`config.mk`:
```
export PLATFORM = sky130hd
export DESIGN_NAME = ppm_slot_modulator
export DESIGN_NICKNAME = d
export VERILOG_FILES = /design/src/rtl/ppm_slot_modulator.sv
export SDC_FILE = /design/constraint.sdc
export NUM_CORES = 1
export LEC_CHECK = 0
export ABC_AREA = 1
export BUFFER_PORTS_ARGS = -buffer_cell sky130_fd_sc_hd__clkbuf_2
export CORE_MARGIN = 1.5
export CORE_UTILIZATION = 59
export CTS_CLUSTER_DIAMETER = 100
export DETAILED_ROUTE_END_ITERATION = 8
export MAX_ROUTING_LAYER = met4
export PLACE_DENSITY = 0.91
export SLEW_MARGIN = 20
export SYNTH_ARGS = -nofsm -noshare
export SYNTH_HDL_FRONTEND = slang
export SYNTH_SLANG_ARGS = --single-unit
```
`constraint.sdc`:
```
create_clock -name clk -period 2.8 [get_ports clk]
set_input_delay 0.14 -clock clk [delete_from_list [all_inputs] [get_ports clk]]
set_output_delay 0.14 -clock clk [all_outputs]
set_load 0.01 [all_outputs]
```
`src/rtl/ppm_slot_modulator.sv`:
```
// ppm_slot_modulator
// Turns each 2-bit symbol from the byte-to-dibit serializer into a 4-PPM
// pulse frame. A local phase counter follows the serializer's symbol timing.
// The symbol is latched at phase 1. One pulse is emitted in slot 0..3,
// selected by the symbol.
//
// Ports:
//   clk            system clock
//   rst_n          asynchronous active-low reset
//   i_symbol_in    dibit from serializer (valid from phase 1 of each symbol)
//   i_symbol_en    serializer active, continuous across back-to-back bytes
//   i_err_clr      synchronous clear of the sticky underrun flag
//   o_ppm_out      registered PPM pulse to the laser driver
//   o_ppm_active   registered copy of i_symbol_en
//   o_symbol_done  one-cycle pulse per completed symbol
//   o_underrun     sticky: i_symbol_en dropped mid-symbol
//   o_symbols_sent completed-symbol counter (wraps)
module ppm_slot_modulator #(
  parameter int SYMBOL_CLKS  = 128,
  parameter int PULSE_OFFSET = 2,
  parameter int PULSE_WIDTH  = 8,
  parameter int CW           = $clog2(SYMBOL_CLKS)
) (
  input  logic        clk,
  input  logic        rst_n,
  input  logic [1:0]  i_symbol_in,
  input  logic        i_symbol_en,
  input  logic        i_err_clr,
  output logic        o_ppm_out,
  output logic        o_ppm_active,
  output logic        o_symbol_done,
  output logic        o_underrun,
  output logic [15:0] o_symbols_sent
);

  // Offset within a slot is the low CW-2 bits of the phase.
  localparam int SW = CW - 2;
  localparam logic [SW-1:0] WIN_LO = SW'(PULSE_OFFSET);
  localparam logic [SW-1:0] WIN_HI = SW'(PULSE_OFFSET + PULSE_WIDTH - 1);

  logic [CW-1:0] r_phase;
  logic [1:0]    r_sym_q;
  logic          r_ppm_out;
  logic          r_ppm_active;
  logic          r_symbol_done;
  logic          r_underrun;
  logic [15:0]   r_symbols_sent;

  logic [SW-1:0] w_slot_off;
  logic          w_hit;
  logic          w_last;
  logic          w_underrun_set;

  assign w_slot_off = r_phase[SW-1:0];
  assign w_hit = i_symbol_en
              && (r_phase[CW-1:CW-2] == r_sym_q)
              && (w_slot_off >= WIN_LO)
              && (w_slot_off <= WIN_HI);

  // SYMBOL_CLKS is a power of two, so the last phase is all ones.
  assign w_last = i_symbol_en && (&r_phase);

  // A normal end of transmission leaves phase at 0 when symbol_en falls.
  // Any other phase means the serializer stopped mid-symbol.
  assign w_underrun_set = !i_symbol_en && (r_phase != '0);

  always_ff @(posedge clk or negedge rst_n) begin
    if (!rst_n) begin
      r_phase        <= '0;
      r_sym_q        <= '0;
      r_ppm_out      <= 1'b0;
      r_ppm_active   <= 1'b0;
      r_symbol_done  <= 1'b0;
      r_underrun     <= 1'b0;
      r_symbols_sent <= '0;
    end else begin
      // Wraps naturally at SYMBOL_CLKS-1 -> 0. Dropping symbol_en
      // (including an underrun) forces phase back to 0.
      r_phase <= i_symbol_en ? r_phase + CW'(1) : '0;

      if (i_symbol_en && (r_phase == CW'(1)))
        r_sym_q <= i_symbol_in;

      r_ppm_out     <= w_hit;
      r_ppm_active  <= i_symbol_en;
      r_symbol_done <= w_last;

      if (w_last)
        r_symbols_sent <= r_symbols_sent + 16'd1;

      // When set and clear occur in the same cycle, set wins.
      if (w_underrun_set)
        r_underrun <= 1'b1;
      else if (i_err_clr)
        r_underrun <= 1'b0;
    end
  end

  assign o_ppm_out      = r_ppm_out;
  assign o_ppm_active   = r_ppm_active;
  assign o_symbol_done  = r_symbol_done;
  assign o_underrun     = r_underrun;
  assign o_symbols_sent = r_symbols_sent;

endmodule

```
After elaboration in Yosys (flattened, before gate mapping)
Cells that the tools add are included.
{"block": "word_totals", "reg_bits": 29, "out_inout_bits": 20, "in_bits": 6, "word_cells": 26}
{"block": "classes", "muxes": 3, "magnitude_cmp": 2, "addsub": 2, "n_eq_ne": 2, "reduce_logical": 10}
{"operator": "adder 16 x 1 -> 16 bit (second input constant)", "count": 1}
{"operator": "adder 7 x 1 -> 7 bit (second input constant)", "count": 1}
{"operator": "== test 7 x 1 -> 1 bit (second input constant)", "count": 1}
{"operator": "two-way mux 7 bit", "count": 1}
{"operator": "AND reduction 7 bit", "count": 1}
{"operator": "nonzero test 7 bit", "count": 1}
{"operator": "logical AND 1 bit", "count": 6}
{"operator": "greater-or-equal comparator 5 x 2 -> 1 bit (second input constant)", "count": 1}
{"operator": "less-or-equal comparator 5 x 4 -> 1 bit (second input constant)", "count": 1}
{"operator": "== test 2 bit", "count": 1}
{"operator": "two-way mux 1 bit", "count": 2}
{"operator": "nonzero test 2 bit", "count": 1}
{"operator": "zero test 1 bit", "count": 1}

Depth between registers and ports, before layout
Gate-level depths: netlist of run 1.
{"block": "depth", "word_depth": 4, "depth_mapped": 8, "mapped_depth_nobuf": 8}

Worst setup path after synthesis of run 1
OpenSTA, ideal clock, no wires.
{"block": "synth_path", "path_kind": "register to register", "from": "register r_symbols_sent[0] (netlist: o_symbols_sent[0])", "to": "register r_symbols_sent[12] (netlist: o_symbols_sent[12])", "period_less_slack_ns": 1.294, "path_buffers": 0, "path_stages_with_launch": 9, "required_time_ns": 2.683, "arrival_ns": 1.177, "setup_slack_ns": 1.506, "setup_ns": 0.117, "cell_sequence": "dfrtp_1 ha_1 nand3_1 nor2_2 nand2_1 nor2_1 nand2_1 nand2_1 nand2_1"}
{"block": "synth_between", "elab_chain_len": 1}
{"item": "from (decl)", "line": "47", "source": "logic [15:0] r_symbols_sent;"}
{"item": "from (signal assigned)", "line": "89", "source": "r_symbols_sent <= r_symbols_sent + 16'd1;"}
{"item": "adder 16 x 1 -> 16 bit", "line": "89"}
No other way between the ends.
A chain may end at the register's enable or synchronous reset.

Worst setup path in the final report of run 1
{"block": "layout_path", "from": "register r_phase[1]", "to": "register r_symbols_sent[13] (netlist: o_symbols_sent[13])"}
{"block": "layout_between", "elab_chain_len": 2}
{"item": "from (decl)", "line": "41", "source": "logic [CW-1:0] r_phase;"}
{"item": "from (signal assigned)", "line": "79", "source": "r_phase <= i_symbol_en ? r_phase + CW'(1) : '0;"}
{"item": "AND reduction 7 bit", "line": "61", "source": "assign w_last = i_symbol_en && (&r_phase);"}
{"item": "logical AND 1 bit", "line": "61"}
No other way between the ends.

==> results by group, run 1 <==
Placed design
  • Port Buffers: 25
  • Detailed placement HPWL: 2105 microns
  • Instance area at placement: 1649 sq um
  • Setup slack at placement: 1250 ps
  • Inst Count DP: 235
  • Final weighted congestion of routability-driven global placement: 0.7922

Die
  • DIE HEIGHT: 53.57 microns
  • Area of the core region: 2455 sq um
  • Site row count: 18
  • Width of the die: 53.57 microns
  • Effective utilization at floorplan: 61.47%
  • Die Outline Area: 2870 sq um
  • I/O pin cnt: 26

Layout
  • Diodes inserted: 0
  • Final Core Density: about 70%
  • Footprint of the flip-flops and latches: around 730 sq um
  • Non-Filler Instances: 244
  • Total area of multi-input combinational cells: 670.6 sq um
  • Layout net count: 225
  • Cell area after layout: 1724 sq um
  • Post-synthesis to final-layout area growth: 14.26%
  • Final-layout fill cell count: 214
  • Fraction of layout instances using a drive strength above 1: 21.03%

Critical path
  • Crit path buffers/inverters: 0
  • Data arrival, critical path: roughly 1800 ps
  • Worst-path fanout max: 16
  • Worst-path cell with the longest stage delay: sky130_fd_sc_hd__dfrtp_1
  • Required time of the critical path: 3020 ps
  • Chain of cells forming the critical path: ha_1, nand2_2, nor2_4, nand2_2, nor2_4, nand3_1, nand2_1, nand2_1
  • Crit-path max cell delay: about 420 ps
  • CP top delay family: simple AND/OR/NAND/NOR gates
  • Critical path class: register to register
  • Critical Path Start Type: register
  • CP Capture Type: register

STA
  • Max_slew headroom: 53.30%
  • Endpoints failing hold: 0
  • Unrepaired setup endpoints after global routing: no
  • Highest attainable clock frequency: 641.5 MHz
  • Number of slew-limit violations in the final report: 0
  • Actual slew at the worst max-slew pin: 700.6 ps
  • Total Neg Setup Slack: 0 ps
  • Final setup violation count: 0
  • Setup clock skew after layout: about 11 ps
  • Portion of the clock cycle consumed by the worst path in the final layout: 55.67%
  • Hold WS: 29.38 ps
  • Final worst setup slack: 1241 ps
  • Minimum clock period after layout: 1559 ps

Synthesis
  • Number of distinct library cells after synthesis: 20
  • Sequential cell area fraction in the yosys report: 48.09%
  • Flip-flop and latch count after synthesis: 29
  • Top area cells in the synthesized netlist: sky130_fd_sc_hd__dfrtp_1 48%, sky130_fd_sc_hd__nand2_1 11%, sky130_fd_sc_hd__inv_1 5.7%
  • Synthesized area per cell: 8.291 sq um
  • Mapped Cells: 182
  • Cell area after technology mapping: 1509 sq um
  • Number of warnings reported in the yosys synthesis log: 0
  • Portion of synthesized cell area occupied by the leading cell type: 48.09%
  • Synthesized net count: 193
  • Post-synth top area cell: sky130_fd_sc_hd__dfrtp_1

Power
  • Internal power contribution: 0.5762 mW
  • Static leakage power: 0.8706 nW
  • Logic gate share of total power: ~8.0%
  • Switching share of power: 24.51%
  • Worst ir drop on vdd: 0.2779 mV
  • PD cells: approximately 440 nW/um^2
  • Net switching power of the design: 0.1871 mW
  • Fraction of power consumed by the clock network: 33.5%
  • Sequential fraction of design power: just under 60%
  • Total Power Consumption: 0.7634 mW

Clock tree
  • Buffer type at the clock tree root: sky130_fd_sc_hd__clkbuf_4
  • CTS tree: yes
  • Number of buffers added by the clock tree synthesis step: 5
  • Later-pin clock latency in the skew report: 330 ps
  • Buffers from clock root to sink, at most: 2
  • Clock slew at the register clock pins of the worst setup and hold paths: 90 ps
  • Resize count post-CTS: 0
  • H-tree levels: 2
  • Buffers inserted by post-CTS timing repair: 0
  • Clk sink count: 29

Worst hold path
  • Hold crit path type: primary input to register

Global routing
  • Wire length of the first global-routing pass: about 4700 microns
  • Overall fraction of global-route tracks in use: around 24%
  • Antenna violations before repair: 0
  • Remaining Overflow, GRT: 0
  • Vias in the first global route: 1097
  • Maximum number of pins on one net before global-route repair: 30

Routing
  • Number of violations reported at the end of detailed-routing iteration 0: 31
  • Vias per cell: approximately 5
  • Average wire length per cell after detail routing: 12.13 microns
  • Residual antenna-violating net count after detailed routing: 0
  • Total wire length: 2960 microns
  • DRC errors left: 0
  • Number of vias in the routed layout: 1255
  • Iteration count of the initial detailed-routing pass: 4

Run
  • Count of max-cap constraint violations: 0

Status
  • Run status: completed
[power by group through the flow]
stage | Clock, mW | Combinational (mW) | Sequential, mW
after global routing | 0.278 | 0.0714 | 0.449
after floorplan | 0 | 0.0310 | 0.455
after detailed placement | 0 | 0.0588 | 0.455
after CTS | 0.261 | 0.0619 | 0.447
final | 0.256 | 0.0610 | 0.447
after global placement | 0 | 0.0569 | 0.454
[layer usage]
metal,wire length (microns),vias up,track usage [%]
met2,1450,37,38.89
met3,158,5,6.667
met1,1295,579,28.62
met5,0,-,-
met4,55,0,9.402
li1,-,634,-
[sequential cells by signal, summed over array words and instances, names as in the netlist]
register        count
r_phase             7
o_underrun          1
o_symbols_sent     16
o_ppm_out           1
r_sym_q             2
o_ppm_active        1
o_symbol_done       1
[final cells by class]
class,instances,share of cell area (%)
sequential,29,42.09
multi-input combinational,127,38.90
timing repair buffer,27,8.418
inverter,24,5.225
clock buffer,7,3.193
tap,30,2.177
[cells by family after synthesis]
kind of cell,Yosys count,synth area share [%]
AND/OR/NAND/NOR,99,30.51
XOR/XNOR,8,4.644
buffers and inverters,26,7.462
adder cells (fa/ha/maj),5,4.146
AO/OA/AOI/OAI,15,5.141
flip-flops,29,48.09
[layout by cell type, fill, tap and decap left out]
master,netlist,routed
sky130_fd_sc_hd__nand2_1,44,44
sky130_fd_sc_hd__dfrtp_1,29,29
sky130_fd_sc_hd__clkbuf_2,0,25
sky130_fd_sc_hd__inv_1,23,23
sky130_fd_sc_hd__nor2_1,20,20
sky130_fd_sc_hd__o21ai_0,11,11
sky130_fd_sc_hd__nand3_1,10,10
sky130_fd_sc_hd__nor2_2,8,8
sky130_fd_sc_hd__xor2_1,6,6
sky130_fd_sc_hd__ha_1,5,5
sky130_fd_sc_hd__clkbuf_4,0,5
sky130_fd_sc_hd__nor3_1,4,4
sky130_fd_sc_hd__nand4_1,4,4
sky130_fd_sc_hd__nand3b_1,4,4
sky130_fd_sc_hd__a21oi_1,3,3
sky130_fd_sc_hd__nand2_2,2,2
sky130_fd_sc_hd__nor2_4,2,2
sky130_fd_sc_hd__xnor2_1,2,2
sky130_fd_sc_hd__dlygate4sd3_1,0,2
sky130_fd_sc_hd__inv_2,1,1
sky130_fd_sc_hd__o21a_1,1,1
sky130_fd_sc_hd__nand3_2,1,1
sky130_fd_sc_hd__clkbuf_1,0,1
sky130_fd_sc_hd__clkbuf_8,0,1
[final timing paths]
kind | start | endpoint | slack (ps) | cells after the start
worst min-delay path | i_symbol_in[0] | r_sym_q[0]$_DFFE_PN0P_ | 30 | 3
worst min register to register | o_symbols_sent[5]$_DFFE_PN0P_ | o_symbols_sent[5]$_DFFE_PN0P_ | 510 | 1
worst max register to register | r_phase[1]$_DFF_PN0_ | o_symbols_sent[13]$_DFFE_PN0P_ | 1240 | 8
min in group asynchronous | rst_n | o_ppm_out$_DFF_PN0_ | 380 | 2
worst max-delay path | r_phase[1]$_DFF_PN0_ | o_symbols_sent[13]$_DFFE_PN0P_ | 1240 | 8
max in group asynchronous | rst_n | r_phase[3]$_DFF_PN0_ | 1960 | 2
[cells in the mapped netlist]
master / instances
sky130_fd_sc_hd__nand3_2: 1
sky130_fd_sc_hd__a21oi_1: 3
sky130_fd_sc_hd__nand2_2: 2
sky130_fd_sc_hd__nor3_1: 4
sky130_fd_sc_hd__nand4_1: 4
sky130_fd_sc_hd__o21ai_0: 11
sky130_fd_sc_hd__xnor2_1: 2
sky130_fd_sc_hd__nand2_1: 44
sky130_fd_sc_hd__xor2_1: 6
sky130_fd_sc_hd__dfrtp_1: 29
sky130_fd_sc_hd__nor2_1: 20
sky130_fd_sc_hd__buf_6: 2
sky130_fd_sc_hd__ha_1: 5
sky130_fd_sc_hd__nand3_1: 10
sky130_fd_sc_hd__nor2_2: 8
sky130_fd_sc_hd__nor2_4: 2
sky130_fd_sc_hd__inv_1: 23
sky130_fd_sc_hd__o21a_1: 1
sky130_fd_sc_hd__nand3b_1: 4
sky130_fd_sc_hd__inv_2: 1
[worst register-to-register path: stages (launching register included)]
cell and delay, ps:
sky130_fd_sc_hd__dfrtp_1 420, sky130_fd_sc_hd__ha_1 210, sky130_fd_sc_hd__nand2_2 80, sky130_fd_sc_hd__nor2_4 120, sky130_fd_sc_hd__nand2_2 90, sky130_fd_sc_hd__nor2_4 290, sky130_fd_sc_hd__nand3_1 130, sky130_fd_sc_hd__nand2_1 70
sky130_fd_sc_hd__nand2_1 40
[repair_timing]
| action | CTS | global route |
|---|---|---|
| setup endpoints to repair | 0 | 0 |
| hold buffers | 2 | 0 |
| endpoints found under the hold margin | 30 | 0 |
Note: power is estimated with default switching activity, not from simulation.
==> inputs of run 2 (changes only) <==
--- a/config.mk
+++ b/config.mk
@@ -5,14 +5,14 @@
 export SDC_FILE = /design/constraint.sdc
 export NUM_CORES = 1
 export LEC_CHECK = 0
-export ABC_AREA = 1
+export ABC_AREA = 0
 export BUFFER_PORTS_ARGS = -buffer_cell sky130_fd_sc_hd__clkbuf_2
 export CORE_MARGIN = 1.5
-export CORE_UTILIZATION = 59
+export CORE_UTILIZATION = 53
 export CTS_CLUSTER_DIAMETER = 100
 export DETAILED_ROUTE_END_ITERATION = 8
 export MAX_ROUTING_LAYER = met4
-export PLACE_DENSITY = 0.91
+export PLACE_DENSITY = 0.85
 export SLEW_MARGIN = 20
 export SYNTH_ARGS = -nofsm -noshare
 export SYNTH_HDL_FRONTEND = slang
==> constraint.sdc (replaced) <==
create_clock -name clk -period 1.5 [get_ports clk]
set_input_delay 0.075 -clock clk [delete_from_list [all_inputs] [get_ports clk]]
set_output_delay 0.075 -clock clk [all_outputs]
set_load 0.01 [all_outputs]
==> run 2 against run 1 <==
Compared with the run above: utilization grew 6.3 points; clock-buffer cell count shrank 2; total power grew 130%; highest routed layer unchanged; the flow now finishes with violations (setup timing); sequential power grew 86%; fmax shrank 5.1%; worst hold slack gained 1.5 ps; worst setup slack lost 1400 ps; combinational power grew to 2.6 times the previous value; largest cell class unchanged.
==> results by group, run 2 <==
Critical path
  • Worst-path cell with the longest stage delay: sky130_fd_sc_hd__or4_4
  • Chain of cells forming the critical path: or4_4, nor2_4, and3_4, mux2_4
  • Critical path class: register to register
  • Depth of the worst register-to-register path: 4 (-4)
  • Crit path buffers/inverters: 0 (unchanged)
  • CP top delay family: simple AND/OR/NAND/NOR gates
  • Number of cells on the critical path: 4 (-4)
  • Required time of the critical path: 1730 ps (-1290 ps)
  • CP Capture Type: register
  • Critical register-to-register path endpoint: r_sym_q[0]$_DFFE_PN0P_
  • Critical Path Start Type: register
  • Crit-path max cell delay: 550 ps (+130 ps)
  • Worst-path fanout max: 2 (-14)
  • Worst reg-to-reg setup slack: -140 ps (-1380 ps)
  • Launching point of the worst reg2reg path: r_phase[3]$_DFF_PN0_
  • Data arrival, critical path: 1880 ps (+100 ps)

Synthesis
  • Number of distinct library cells after synthesis: 31 (+55%)
  • Sequential cell area fraction in the yosys report: 54.10% (+6.0 points)
  • Post-Synth Adder-Cell Area: 4.664% (+0.52 points)
  • Flip-flop and latch count after synthesis: 29 (unchanged)
  • Number of warnings reported in the yosys synthesis log: 0 (unchanged)
  • Most used standard cell by instance count after synthesis: sky130_fd_sc_hd__dfrtp_1
  • Top area cells in the synthesized netlist: sky130_fd_sc_hd__dfrtp_1 54%, sky130_fd_sc_hd__xnor2_1 9.8%, sky130_fd_sc_hd__ha_1 4.7%
  • Synthesized area per cell: 11.77 sq um (+42%)
  • Post-synth top area cell: sky130_fd_sc_hd__dfrtp_1
  • Proportion of synthesized flip-flops having asynchronous set or reset: 100.0% (unchanged)
  • Flip-flop cell with the highest count after synthesis: sky130_fd_sc_hd__dfrtp_1
  • Synthesized-area fraction occupied by ao, oa, aoi and oai cells: 3.078% (-2.1 points)
  • Synthesized net count: 125 (-35%)
  • Portion of synthesized cell area occupied by the leading cell type: 54.10% (+6.0 points)
  • Main combinational cell family by area after synthesis: simple AND/OR/NAND/NOR gates
  • Top cells by count, synth: 29 x sky130_fd_sc_hd__dfrtp_1, 15 x sky130_fd_sc_hd__xnor2_1, 8 x sky130_fd_sc_hd__nand3_1
  • Cell area after technology mapping: 1341 sq um (-11%)
  • Multiplexer share of the synthesized area: 3.078% (+3.1 points)
  • EDFF count, synth: 0 (unchanged)
  • Mapped Cells: 114 (-37%)
  • Xor and xnor area share after synthesis: 13.71% (+9.1 points)
  • Post-synthesis simple-gate area fraction: 19.59% (-11 points)

Die
  • I/O pin cnt: 26 (unchanged)
  • Site row count: 18 (unchanged)
  • Area of the core region: 2432 sq um (-0.92%)
  • Width of the die: 53.31 microns (-0.49%)
  • DIE HEIGHT: 53.31 microns (-0.49%)
  • Die Outline Area: 2841 sq um (-0.99%)
  • Effective utilization at floorplan: 55.14% (-6.3 points)

Clock tree
  • Number of buffers added by the clock tree synthesis step: 5 (unchanged)
  • CTS tree: yes
  • H-tree levels: 2 (unchanged)
  • Later-pin clock latency in the skew report: 340 ps (about the same)
  • Buffers from clock root to sink, at most: 2 (unchanged)
  • Clk sink count: 29 (unchanged)
  • Buffer type at the clock tree root: sky130_fd_sc_hd__clkbuf_4
  • Clock slew at the register clock pins of the worst setup and hold paths: 100 ps (about the same)

Routing
  • Length of routed met3 wiring: 144 microns (-8.9%)
  • Amount of wire on met2 after detailed routing: 1764 microns (+22%)
  • Number of vias in the routed layout: 1091 (-13%)
  • DRC errors left: 0 (unchanged)
  • Top layer in use: met4
  • Average wire length per cell after detail routing: 15.90 microns (+31%)
  • Metal-1 WL: 1183 microns (-8.6%)
  • Residual antenna-violating net count after detailed routing: 0 (unchanged)
  • Vias per cell: 5.455 (+6.1%)
  • Iteration count of the initial detailed-routing pass: 4 (unchanged)
  • Total wire length: 3179 microns (+7.4%)
  • Number of violations reported at the end of detailed-routing iteration 0: 14 (-55%)

Run
  • Count of max-cap constraint violations: 0 (unchanged)

Power
  • Net switching power of the design: 0.3781 mW (+100%)
  • Total Power Consumption: 1.793 mW (+130%)
  • Internal power contribution: 1.415 mW (+150%)
  • Static leakage power: 0.9541 nW (+9.6%)
  • PD cells: 963.1 nW/um^2 (+120%)
  • Worst ir drop on vdd: 0.9585 mV (+240%)
  • Fraction of power consumed by the clock network: 44.7% (+11 points)
  • Switching share of power: 21.09% (-3.4 points)
  • Sequential fraction of design power: 46.5% (-12 points)
  • Logic gate share of total power: 8.9% (+0.9 points)

Global routing
  • Remaining Overflow, GRT: 0 (unchanged)
  • Overall fraction of global-route tracks in use: 25.02% (+0.93 points)
  • Vias in the first global route: 1040 (-5.2%)
  • Maximum number of pins on one net before global-route repair: 30 (unchanged)
  • Wire length of the first global-routing pass: 4747 microns (+0.59%)
  • Antenna violations before repair: 0 (unchanged)

STA
  • Max_slew headroom: 53.79% (+0.50 points)
  • Final setup violation count: 4 (+4)
  • Endpoints failing hold: 0 (unchanged)
  • Number of slew-limit violations in the final report: 0 (unchanged)
  • Portion of the clock cycle consumed by the worst path in the final layout: 109.5% (+54 points)
  • Highest attainable clock frequency: 608.9 MHz (-5.1%)
  • Unrepaired setup endpoints after global routing: yes
  • Total Neg Setup Slack: -318.8 ps (-318.8 ps)
  • Actual slew at the worst max-slew pin: 693.1 ps (-7.460 ps)
  • Final worst setup slack: -142.2 ps (-1383 ps)
  • Minimum clock period after layout: 1642 ps (+83.47 ps)
  • Setup clock skew after layout: 10.96 ps (-0.3609 ps)
  • Hold WS: 30.92 ps (+1.547 ps)

Worst hold path
  • Hold depth: 2 (-1)
  • Min-delay src: i_symbol_en
  • Hold crit path type: primary input to register
  • Worst-case hold path end point: o_ppm_active$_DFF_PN0_

Layout
  • Post-synthesis to final-layout area growth: 38.81%
  • Number of flip-flops under the largest register name: 16 (unchanged)
  • Most frequent cells in the layout: 29 x sky130_fd_sc_hd__dfrtp_1, 25 x sky130_fd_sc_hd__clkbuf_2, 21 x sky130_fd_sc_hd__buf_4, 14 x sky130_fd_sc_hd__xnor2_1, 8 x sky130_fd_sc_hd__nand3_1
  • Most common library cell in the layout ignoring fill and taps: sky130_fd_sc_hd__dfrtp_1
  • Layout net count: 180 (-20%)
  • Final Core Density: 76.54% (+6.3 points)
  • Fraction of layout instances using a drive strength above 1: 41.76% (+21 points)
  • Diodes inserted: 0 (unchanged)

Status
  • Violated checks: setup timing
  • Run status: finished with violations

Placed design
  • Port Buffers: 25 (unchanged)
  • Final weighted congestion of routability-driven global placement: 0.9311 (+18%)
  • Setup slack at placement: -137.0 ps (-1387 ps)
  • Detailed placement HPWL: 2055 microns (-2.4%)
[run 2: changes by cell type in the layout (fill, tap and decap cells not counted), sizes merged, moves of 10 or more]
cell	before	now
buf	0	21
inv	24	4
nor2	30	4
nand2	46	5
o21ai	11	1
xnor2	2	15
[run 2: cells by family (layout without fill, tap and decap cells)]
kind of cell,Yosys count,after routing
compound gates,6,6
xor+xnor,21,21
fa+ha+maj,5,5
buf+inv,6,62
flops,29,29
mux,3,3
simple gates,44,44
[run 2: final cells by class]
cell class	instances	area, sq um
clock inverter	3	65.06
inverter	4	15.01
fill	152	570.5
multi-input combinational	79	658.1
tap	30	37.54
sequential	29	725.7
timing repair buffer	50	322.8
clock buffer	5	37.54
[run 2: repair_timing]
item	in CTS	in global routing
pin swaps	4	4
endpoints found under the setup margin	6	14
setup buffers	0	6
endpoints found under the hold margin	32	0
resized for setup	4	11
hold buffers	4	0
[run 2: metrics by stage]
step	std cells	area, sq um
after global placement	182	1608
after detailed placement	182	1608
after global routing	200	1862
after floorplan	114	1341
final	200	1862
after CTS	194	1768
[run 2: power groups by stage]
| stage | Clock, mW | Combinational [mW] | Sequential (mW) |
|---|---|---|---|
| after floorplan | 0 | 0.0736 | 0.850 |
| after global routing | 0.855 | 0.174 | 0.835 |
| final | 0.801 | 0.159 | 0.833 |
| after detailed placement | 0 | 0.141 | 0.846 |
| after CTS | 0.812 | 0.148 | 0.832 |
| after global placement | 0 | 0.135 | 0.845 |
[run 2: worst max path at each step]
| stage | slack, ps | start | to |
|---|---|---|---|
| floorplan | -150 | r_phase[2]$_DFF_PN0_ | r_sym_q[0]$_DFFE_PN0P_ |
| global placement | -120 | r_phase[6]$_DFF_PN0_ | r_sym_q[1]$_DFFE_PN0P_ |
| detailed placement | -140 | r_phase[6]$_DFF_PN0_ | r_sym_q[0]$_DFFE_PN0P_ |
| CTS | -130 | r_phase[6]$_DFF_PN0_ | r_sym_q[0]$_DFFE_PN0P_ |
| global route | -170 | r_phase[3]$_DFF_PN0_ | r_sym_q[1]$_DFFE_PN0P_ |
| finish | -140 | r_phase[3]$_DFF_PN0_ | r_sym_q[0]$_DFFE_PN0P_ |
[run 2: layer usage]
layer | vias up | GRT usage (%)
li1 | 506 | -
met1 | 540 | 25.13
met2 | 33 | 41.98
met3 | 12 | 9.887
met4 | 0 | 12.39
met5 | - | -
